$ cat config.mk
export PLATFORM = sky130hd
export DESIGN_NAME = core_ctrl_fsm
export DESIGN_NICKNAME = d
export VERILOG_FILES = /design/src/rtl/core_ctrl_fsm.sv
export SDC_FILE = /design/constraint.sdc
export NUM_CORES = 1
export LEC_CHECK = 0
export ABC_AREA = 1
export BUFFER_PORTS_ARGS = -buffer_cell sky130_fd_sc_hd__buf_4
export CAP_MARGIN = 5
export CORE_MARGIN = 10
export CORE_UTILIZATION = 40
export DETAILED_ROUTE_END_ITERATION = 7
export MAX_ROUTING_LAYER = met4
export PLACE_DENSITY = 0.86
export SLEW_MARGIN = 20
export SYNTH_ARGS = -nofsm -noshare
export SYNTH_HDL_FRONTEND = slang
export SYNTH_SLANG_ARGS = --single-unit
$ cat constraint.sdc
create_clock -name clk -period 2.11 [get_ports clk]
set_input_delay 0.422 -clock clk [delete_from_list [all_inputs] [get_ports clk]]
set_output_delay 0.422 -clock clk [all_outputs]
set_load 0.005 [all_outputs]
$ cat src/rtl/core_ctrl_fsm.sv
// Multicycle RV32I control sequencer, one instruction in flight; optional perf counters under CORE_CTRL_PERF_CNT_EN.
// Latency 5 cycles ALU/branch/jump, 7 load/store at zero wait; stalls in FETCH_REQ/MEM_REQ until ready, waits for responses.
module core_ctrl_fsm #(
  parameter logic [31:0] RESET_PC = 32'h0000_0000
) (
  input  logic        clk,
  input  logic        rst,
  output logic        imem_req_valid,
  input  logic        imem_req_ready,
  input  logic        imem_rsp_valid,
  input  logic [31:0] inst,
  output logic        ir_we,
  input  logic        branch_taken,
  output logic [1:0]  alu_a_sel,
  output logic        alu_b_sel,
  output logic        pc_we,
  output logic [1:0]  pc_sel,
  output logic [31:0] reset_pc,
  output logic        dmem_req_valid,
  input  logic        dmem_req_ready,
  input  logic        dmem_rsp_valid,
  output logic        dmem_we,
  output logic        rf_we,
  output logic [1:0]  wb_sel,
  output logic        halted,
  output logic [31:0] cycle_count,
  output logic [31:0] instret_count
);

  localparam logic [6:0] OPC_LOAD     = 7'b0000011;
  localparam logic [6:0] OPC_STORE    = 7'b0100011;
  localparam logic [6:0] OPC_OP_IMMED = 7'b0010011;
  localparam logic [6:0] OPC_OP       = 7'b0110011;
  localparam logic [6:0] OPC_LUI      = 7'b0110111;
  localparam logic [6:0] OPC_AUIPC    = 7'b0010111;
  localparam logic [6:0] OPC_JAL      = 7'b1101111;
  localparam logic [6:0] OPC_JALR     = 7'b1100111;
  localparam logic [6:0] OPC_BRANCH   = 7'b1100011;
  localparam logic [6:0] OPC_MISC_MEM = 7'b0001111;

  typedef enum logic [3:0] {
    S_RESET_PC,
    S_FETCH_REQ,
    S_FETCH_WAIT,
    S_DECODE,
    S_EXEC,
    S_MEM_REQ,
    S_MEM_WAIT,
    S_WB,
    S_HALT
  } state_t;

  typedef enum logic [3:0] {
    C_ILLEGAL,
    C_LOAD,
    C_STORE,
    C_OP_IMMED,
    C_OP,
    C_LUI,
    C_AUIPC,
    C_JAL,
    C_JALR,
    C_BRANCH,
    C_MISC_MEM
  } iclass_t;

  state_t  state, state_nxt;
  iclass_t cls, dec_cls;

  logic [1:0] cls_a_sel;
  logic       cls_b_sel;
  logic       cls_rf_we;
  logic [1:0] cls_wb_sel;
  logic [1:0] cls_pc_sel;

  // Only the opcode field steers the sequencer; the rest of the IR feeds the datapath.
  logic unused_inst_bits;
  assign unused_inst_bits = ^inst[31:7];

  assign reset_pc = RESET_PC;

  always_comb begin
    dec_cls = C_ILLEGAL;
    case (inst[6:0])
      OPC_LOAD:     dec_cls = C_LOAD;
      OPC_STORE:    dec_cls = C_STORE;
      OPC_OP_IMMED: dec_cls = C_OP_IMMED;
      OPC_OP:       dec_cls = C_OP;
      OPC_LUI:      dec_cls = C_LUI;
      OPC_AUIPC:    dec_cls = C_AUIPC;
      OPC_JAL:      dec_cls = C_JAL;
      OPC_JALR:     dec_cls = C_JALR;
      OPC_BRANCH:   dec_cls = C_BRANCH;
      OPC_MISC_MEM: dec_cls = C_MISC_MEM;
      default:      dec_cls = C_ILLEGAL;
    endcase
  end

  always_ff @(posedge clk) begin
    if (rst) begin
      state <= S_RESET_PC;
      cls   <= C_ILLEGAL;
    end else begin
      state <= state_nxt;
      if (state == S_DECODE) begin
        cls <= dec_cls;
      end
    end
  end

  // Per-class datapath controls; EXEC and WB both read these so selects stay held into WB.
  always_comb begin
    cls_a_sel  = 2'd0;
    cls_b_sel  = 1'b0;
    cls_rf_we  = 1'b0;
    cls_wb_sel = 2'd0;
    cls_pc_sel = 2'd0;
    case (cls)
      C_OP: begin
        cls_rf_we = 1'b1;
      end
      C_OP_IMMED: begin
        cls_b_sel = 1'b1;
        cls_rf_we = 1'b1;
      end
      C_LOAD: begin
        cls_b_sel  = 1'b1;
        cls_rf_we  = 1'b1;
        cls_wb_sel = 2'd1;
      end
      C_STORE: begin
        cls_b_sel = 1'b1;
      end
      C_LUI: begin
        cls_a_sel = 2'd2;
        cls_b_sel = 1'b1;
        cls_rf_we = 1'b1;
      end
      C_AUIPC: begin
        cls_a_sel = 2'd1;
        cls_b_sel = 1'b1;
        cls_rf_we = 1'b1;
      end
      C_JAL: begin
        cls_a_sel  = 2'd1;
        cls_b_sel  = 1'b1;
        cls_rf_we  = 1'b1;
        cls_wb_sel = 2'd2;
        cls_pc_sel = 2'd1;
      end
      C_JALR: begin
        cls_b_sel  = 1'b1;
        cls_rf_we  = 1'b1;
        cls_wb_sel = 2'd2;
        cls_pc_sel = 2'd2;
      end
      C_BRANCH: begin
        cls_a_sel  = 2'd1;
        cls_b_sel  = 1'b1;
        cls_pc_sel = branch_taken ? 2'd1 : 2'd0;
      end
      default: begin
        cls_a_sel = 2'd0;
      end
    endcase
  end

  always_comb begin
    state_nxt      = state;
    imem_req_valid = 1'b0;
    ir_we          = 1'b0;
    alu_a_sel      = 2'd0;
    alu_b_sel      = 1'b0;
    pc_we          = 1'b0;
    pc_sel         = 2'd0;
    dmem_req_valid = 1'b0;
    dmem_we        = 1'b0;
    rf_we          = 1'b0;
    wb_sel         = 2'd0;
    halted         = 1'b0;
    case (state)
      S_RESET_PC: begin
        pc_we     = 1'b1;
        pc_sel    = 2'd3;
        state_nxt = S_FETCH_REQ;
      end
      S_FETCH_REQ: begin
        imem_req_valid = 1'b1;
        if (imem_req_ready) begin
          state_nxt = S_FETCH_WAIT;
        end
      end
      S_FETCH_WAIT: begin
        if (imem_rsp_valid) begin
          ir_we     = 1'b1;
          state_nxt = S_DECODE;
        end
      end
      S_DECODE: begin
        state_nxt = (dec_cls == C_ILLEGAL) ? S_HALT : S_EXEC;
      end
      S_EXEC: begin
        alu_a_sel = cls_a_sel;
        alu_b_sel = cls_b_sel;
        state_nxt = (cls == C_LOAD || cls == C_STORE) ? S_MEM_REQ : S_WB;
      end
      S_MEM_REQ: begin
        dmem_req_valid = 1'b1;
        dmem_we        = (cls == C_STORE);
        if (dmem_req_ready) begin
          state_nxt = S_MEM_WAIT;
        end
      end
      S_MEM_WAIT: begin
        if (dmem_rsp_valid) begin
          state_nxt = S_WB;
        end
      end
      S_WB: begin
        alu_a_sel = cls_a_sel;
        alu_b_sel = cls_b_sel;
        pc_we     = 1'b1;
        pc_sel    = cls_pc_sel;
        rf_we     = cls_rf_we;
        wb_sel    = cls_wb_sel;
        state_nxt = S_FETCH_REQ;
      end
      S_HALT: begin
        halted = 1'b1;
      end
      default: begin
        state_nxt = S_RESET_PC;
      end
    endcase
    // Outputs are forced quiet while reset is held, whatever the state register shows.
    if (rst) begin
      imem_req_valid = 1'b0;
      ir_we          = 1'b0;
      alu_a_sel      = 2'd0;
      alu_b_sel      = 1'b0;
      pc_we          = 1'b0;
      pc_sel         = 2'd0;
      dmem_req_valid = 1'b0;
      dmem_we        = 1'b0;
      rf_we          = 1'b0;
      wb_sel         = 2'd0;
      halted         = 1'b0;
    end
  end

`ifdef CORE_CTRL_PERF_CNT_EN
  logic [31:0] cycle_q;
  logic [31:0] instret_q;

  always_ff @(posedge clk) begin
    if (rst) begin
      cycle_q   <= 32'h0;
      instret_q <= 32'h0;
    end else begin
      if (state != S_HALT) begin
        cycle_q <= cycle_q + 32'h1;
      end
      if (state == S_WB) begin
        instret_q <= instret_q + 32'h1;
      end
    end
  end

  assign cycle_count   = rst ? 32'h0 : cycle_q;
  assign instret_count = rst ? 32'h0 : instret_q;
`else
  assign cycle_count   = 32'h0;
  assign instret_count = 32'h0;
`endif

endmodule

==> flow_summary.json, run 1 <==
{
  "synth.distinct_cells": 22,
  "vias": 1264,
  "die_w_um": 83.1,
  "overflow": 0,
  "fmax_ghz": 0.522,
  "ys_top_cells_by_area": "buf_4 46%, nand2_1 11%, dfxtp_1 10%",
  "chipHeight_um": 83.1,
  "cts_max_path_buffers": 2,
  "routabilityCongestion": 0.868,
  "n_antenna_cell": 0,
  "synth-seq-cells": 8,
  "wirelength_um": 3520,
  "timing.final.crit_share_pct": 90.8,
  "path_delay_family": "simple AND/OR/NAND/NOR gates",
  "clkTransAtPathRegs_ns": 0.04,
  "critPathMaxFanout": 5,
  "cp_common_cell": "nor2_2",
  "synth_area_per_cell_um2": 6.15,
  "clkLatencyLatePin_ns": 0.22,
  "hold_viol": 0,
  "dieArea_um2": 6910,
  "cts_htree_levels": 1,
  "ant_nets": 0,
  "ios": 149,
  "power.total_mw": 0.969,
  "slowest_stage": "dfxtp_1",
  "critical_path_class": "reg -> out",
  "path_buf_inv": 3,
  "cp-start-kind": "flip-flop",
  "core_um2": 3740,
  "drive_gt1_share_pct": 18.9,
  "synth_area_leader_cell": "buf_4",
  "syn_to_final_growth_pct": -4.48,
  "cp.arrival_ns": 1.49,
  "netlist_instances": 259,
  "synthFlopType": "dfxtp_1",
  "first_pass_iters": 4,
  "layout.nets": 327,
  "cts-hold-fix-buffers": 0,
  "postPlaceCellArea_um2": 1480,
  "synth_top_area_share_pct": 45.7,
  "antenna_found_initial": 0,
  "detailed_place_hpwl_um": 3260,
  "vias_per_cell": 3.78,
  "routedWlPerCell_um": 10.5,
  "cts_buffers": 3,
  "ctsRootBufferMaster": "clkbuf_8",
  "portBuffers": 27,
  "stdcell_count": 334,
  "setup-tns-final_ns": 0,
  "clock_sinks": 8,
  "worstSetupEndpointType": "primary output",
  "leakagePower_nw": 0.951,
  "fin_area_um2": 1520,
  "seq_area_frac_synth_pct": 10.1,
  "maxCapViolations": 0,
  "fin_crit_ns": 1.92,
  "ys.warnings.count": 0,
  "worst_ir_drop_vdd_mv": 0.227,
  "power.density_nw_per_um2": 637,
  "grt_pass1_wl_um": 5580,
  "synth.most_common_cell": "buf_4",
  "grt_use_total_pct": 9.49,
  "synth_common_cells": "97 x buf_4, 45 x nand2_1, 28 x inv_1",
  "num_rows": 22,
  "initial_utilization_pct": 42.5,
  "grt_max_degree": 17,
  "rsz0062_at_grt": "no",
  "synth_edf_count": 0,
  "status": "complete, no violations",
  "placedCellCount": 331,
  "final_max_slew_viol_count": 0,
  "final_util_pct": 40.6,
  "ctsResizeCount": 0,
  "first_iter_violations": 81,
  "finClkSkew_ns": 0.00153,
  "cp_slowest_stage_delay_ns": 0.31,
  "finalSetupViolCount": 0,
  "post-cts-setup-buffer-count": 0,
  "cts_tree": "done",
  "async_flop_share_pct": 0,
  "worstPathRequired_ns": 1.69,
  "route.detailed.drc": 0,
  "netlist_area_um2": 1590,
  "grt_pass1_vias": 1294,
  "hp-class": "in -> reg",
  "path_cells": "nor2_2 > inv_1 > nor2_2 > nor2_2 > nor2_4 > inv_2 > a31oi_2 > buf_4"
}
[path summary, 6_finish.rpt]
check | from | end | slack [ns] | cells past startpoint
min | rst | state[0] | 0.51 | 2
min reg2reg | state[0] | state[0] | 0.53 | 2
max reg2reg | state[3] | cls[3] | 0.88 | 7
max | state[3] | pc_sel[0] | 0.19 | 8
[final cells by class]
type                       count  area [µm²]
tap                           48        60.1
multi-input combinational    214         930
fill                         412        2220
timing repair buffer          27         203
clock buffer                   3        41.3
inverter                      34         128
sequential                     8         160
[flip-flops by register name, indices dropped and copies added (netlist names)]
| signal | flops |
|---|---|
| cls | 4 |
| state | 4 |
[through the flow]
step | setup WS, ns | hold slack, ns
after global routing | 0.0984 | 0.523
after CTS | 0.197 | 0.498
after global placement | 0.466 | 0.516
after detailed placement | 0.442 | 0.530
final | 0.194 | 0.505
after floorplan | 0.635 | 0.502
[worst register-to-register path: stages (launching register included)]
cell and delay [ns]:
dfxtp_1 0.31, nor2_2 0.22, inv_1 0.15, nor2_4 0.18
inv_2 0.08, a21oi_1 0.12, o21ai_1 0.07, inv_1 0.05
[power by group]
part           internal, mW  switching, mW
Combinational         0.202          0.356
Sequential            0.188         0.0475
Clock                 0.123         0.0526
[layout by cell type, fill, tap and decap left out]
| cell type | netlist | layout |
|---|---|---|
| nand2_1 | 45 | 45 |
| nand3_1 | 10 | 10 |
| inv_2 | 6 | 6 |
| o21ai_0 | 3 | 3 |
| nor2_2 | 6 | 6 |
| nor2_4 | 3 | 3 |
| a41oi_1 | 1 | 1 |
| inv_1 | 28 | 28 |
| a21oi_1 | 9 | 9 |
| o21ai_1 | 2 | 2 |
| buf_4 | 97 | 27 |
| conb_1 | 1 | 96 |
| nor4_1 | 1 | 1 |
| clkbuf_8 | 0 | 3 |
| a31oi_2 | 1 | 1 |
| a21oi_2 | 2 | 2 |
| nand2_2 | 5 | 5 |
| nand4_1 | 3 | 3 |
| nor3_1 | 5 | 5 |
| dfxtp_1 | 8 | 8 |
| nor2_1 | 21 | 21 |
| nand3_2 | 1 | 1 |
[routing by layer]
metal	routed length [µm]	global-route usage, %	part of all wire (%)	vias to the layer above
li1	-	-	-	651
met1	1390	9.30	39	532
met2	1720	16.7	49	81
met3	409	4.88	12	0
met4	0	1.38	0	0
met5	0	-	0	-
[cells by family (layout without fill, tap and decap cells)]
kind of cell | after synthesis | after routing | synth area share [%]
AO/OA/AOI/OAI | 18 | 18 | 6.83
AND/OR/NAND/NOR | 100 | 100 | 28.9
buffers and inverters | 132 | 64 | 54.0
flip-flops | 8 | 8 | 10.1
other | 1 | 96 | 0.235
Note: power is estimated with default switching activity, not from simulation.
==> run 2, diff against run 1 <==
--- a/config.mk
+++ b/config.mk
@@ -6,7 +6,7 @@
 export NUM_CORES = 1
 export LEC_CHECK = 0
 export ABC_AREA = 1
-export BUFFER_PORTS_ARGS = -buffer_cell sky130_fd_sc_hd__buf_4
+export BUFFER_PORTS_ARGS = -buffer_cell sky130_fd_sc_hd__buf_2
 export CAP_MARGIN = 5
 export CORE_MARGIN = 10
 export CORE_UTILIZATION = 40
==> flow_summary.json, run 2 (same netlist as run 1, synthesis figures left out) <==
{
  "ctsResizeCount": 0,
  "grt_pass1_wl_um": 5620,
  "worstPathRequired_ns": 1.69,
  "cts_htree_levels": 1,
  "dieArea_um2": 6910,
  "n_antenna_cell": 0,
  "worstSetupEndpointType": "primary output",
  "path_cells": "nor2_2 > inv_1 > nor2_2 > nor2_2 > nor2_4 > inv_2 > a31oi_2 > buf_2",
  "power.total_mw": 0.952,
  "ant_nets": 0,
  "num_rows": 22,
  "hold_viol": 0,
  "p_comb_share_pct": 56.6,
  "fmax_ghz": 0.524,
  "chipHeight_um": 83.1,
  "seq_power_share_pct": 24.5,
  "wirelength_um": 3590,
  "post-cts-setup-buffer-count": 0,
  "layout.nets": 327,
  "grt_use_total_pct": 9.49,
  "netSwitchingPower_mw": 0.463,
  "timing.final.crit_share_pct": 90.5,
  "setup_ws_ns": 0.201,
  "routabilityCongestion": 0.869,
  "critPathMaxFanout": 5,
  "cp_common_cell": "nor2_2",
  "first_iter_violations": 66,
  "cts-hold-fix-buffers": 0,
  "final_cell_mix": "96 x conb_1, 45 x nand2_1, 28 x inv_1, 27 x buf_2, 21 x nor2_1",
  "first_pass_iters": 4,
  "clkTransAtPathRegs_ns": 0.04,
  "clock_sinks": 8,
  "routedWlPerCell_um": 10.7,
  "power.density_nw_per_um2": 655,
  "detailed_place_hpwl_um": 3300,
  "grt_pass1_vias": 1290,
  "slowest_stage": "dfxtp_1",
  "fin_crit_ns": 1.91,
  "worst_ir_drop_vdd_mv": 0.203,
  "clkLatencyLatePin_ns": 0.23,
  "route.detailed.drc": 0,
  "cts_buffers": 3,
  "p_clk_share_pct": 18.9,
  "initial_utilization_pct": 42.5,
  "rsz0062_at_grt": "no",
  "portBuffers": 27,
  "dp_slack_ns": 0.423,
  "syn_to_final_growth_pct": -8.72,
  "vias_per_cell": 3.83,
  "critical_path_class": "reg -> out",
  "vias": 1279,
  "placedCellCount": 331,
  "multiInputGateArea_um2": 930,
  "cp_slowest_stage_delay_ns": 0.31,
  "ctsRootBufferMaster": "clkbuf_8",
  "num-fill-cells": 434,
  "drive_gt1_share_pct": 18.9,
  "ff_latch_area_um2": 160,
  "p_int_mw": 0.489,
  "die_w_um": 83.1,
  "hp-class": "reg -> reg",
  "cp.arrival_ns": 1.49,
  "rr_worst_depth": 8,
  "core_um2": 3740,
  "setup-tns-final_ns": 0,
  "finClkSkew_ns": 0.00104,
  "final_common_cell": "conb_1",
  "status": "complete, no violations",
  "hold_path_depth": 2,
  "overflow": 0,
  "leakagePower_nw": 0.940,
  "cts_tree": "done",
  "p_sw_share_pct": 48.6,
  "reg_top3": "cls x4, state x4",
  "antenna_found_initial": 0,
  "grt_max_degree": 17,
  "cp-start-kind": "flip-flop",
  "finalSetupViolCount": 0,
  "final_max_slew_viol_count": 0,
  "maxCapViolations": 0,
  "cts_max_path_buffers": 2,
  "stdcell_count": 334,
  "ios": 149
}
==> run 2: critical path, delay by kind of cell, from the launching register on <==
family | cells | cell delay (ns)
flip-flops | 1 | 0.31
AND/OR/NAND/NOR | 4 | 0.50
buffers and inverters | 3 | 0.32
AO/OA/AOI/OAI | 1 | 0.12
==> run 2: stage by stage <==
| step | hold slack, ns | utilization, % | area (µm²) |
|---|---|---|---|
| 6_report | 0.532 | 38.8 | 1450 |
| 5_1_grt | 0.570 | 38.8 | 1450 |
| 4_1_cts | 0.533 | 38.8 | 1450 |
| 3_5_place_dp | 0.526 | 37.7 | 1410 |
| 3_3_place_gp | 0.520 | 37.7 | 1410 |
| 2_1_floorplan | 0.502 | - | 1950 |
==> run 2: per-layer routing <==
layer | GRT usage (%) | wire length, µm
met1 | 8.86 | 1390
met2 | 17.2 | 1760
met3 | 4.69 | 411
met4 | 1.85 | 19
met5 | - | 0
==> run 2: cell type report <==
class,instances,area share (%)
Sequential cell,8,11.0
Timing Repair Buffer,27,9.29
Inverter,34,8.78
Tap cell,48,4.13
Multi-Input combinational cell,214,63.9
Clock buffer,3,2.84
==> run 2: power groups by stage <==
stage / Combinational [mW] / Sequential, mW / Clock [mW]
floorplan: 0.546 / 0.228 / 0
global placement: 0.512 / 0.234 / 0
detailed placement: 0.528 / 0.235 / 0
CTS: 0.535 / 0.232 / 0.185
global route: 0.622 / 0.239 / 0.192
finish: 0.539 / 0.233 / 0.180
==> run 2: final timing paths <==
check / startpoint / endpoint / slack [ns]
setup reg to reg: state[0] / state[1] / 0.87
hold reg to reg: state[0] / state[0] / 0.53
hold / removal: state[0] / state[0] / 0.53
setup / recovery: state[3] / pc_sel[0] / 0.20
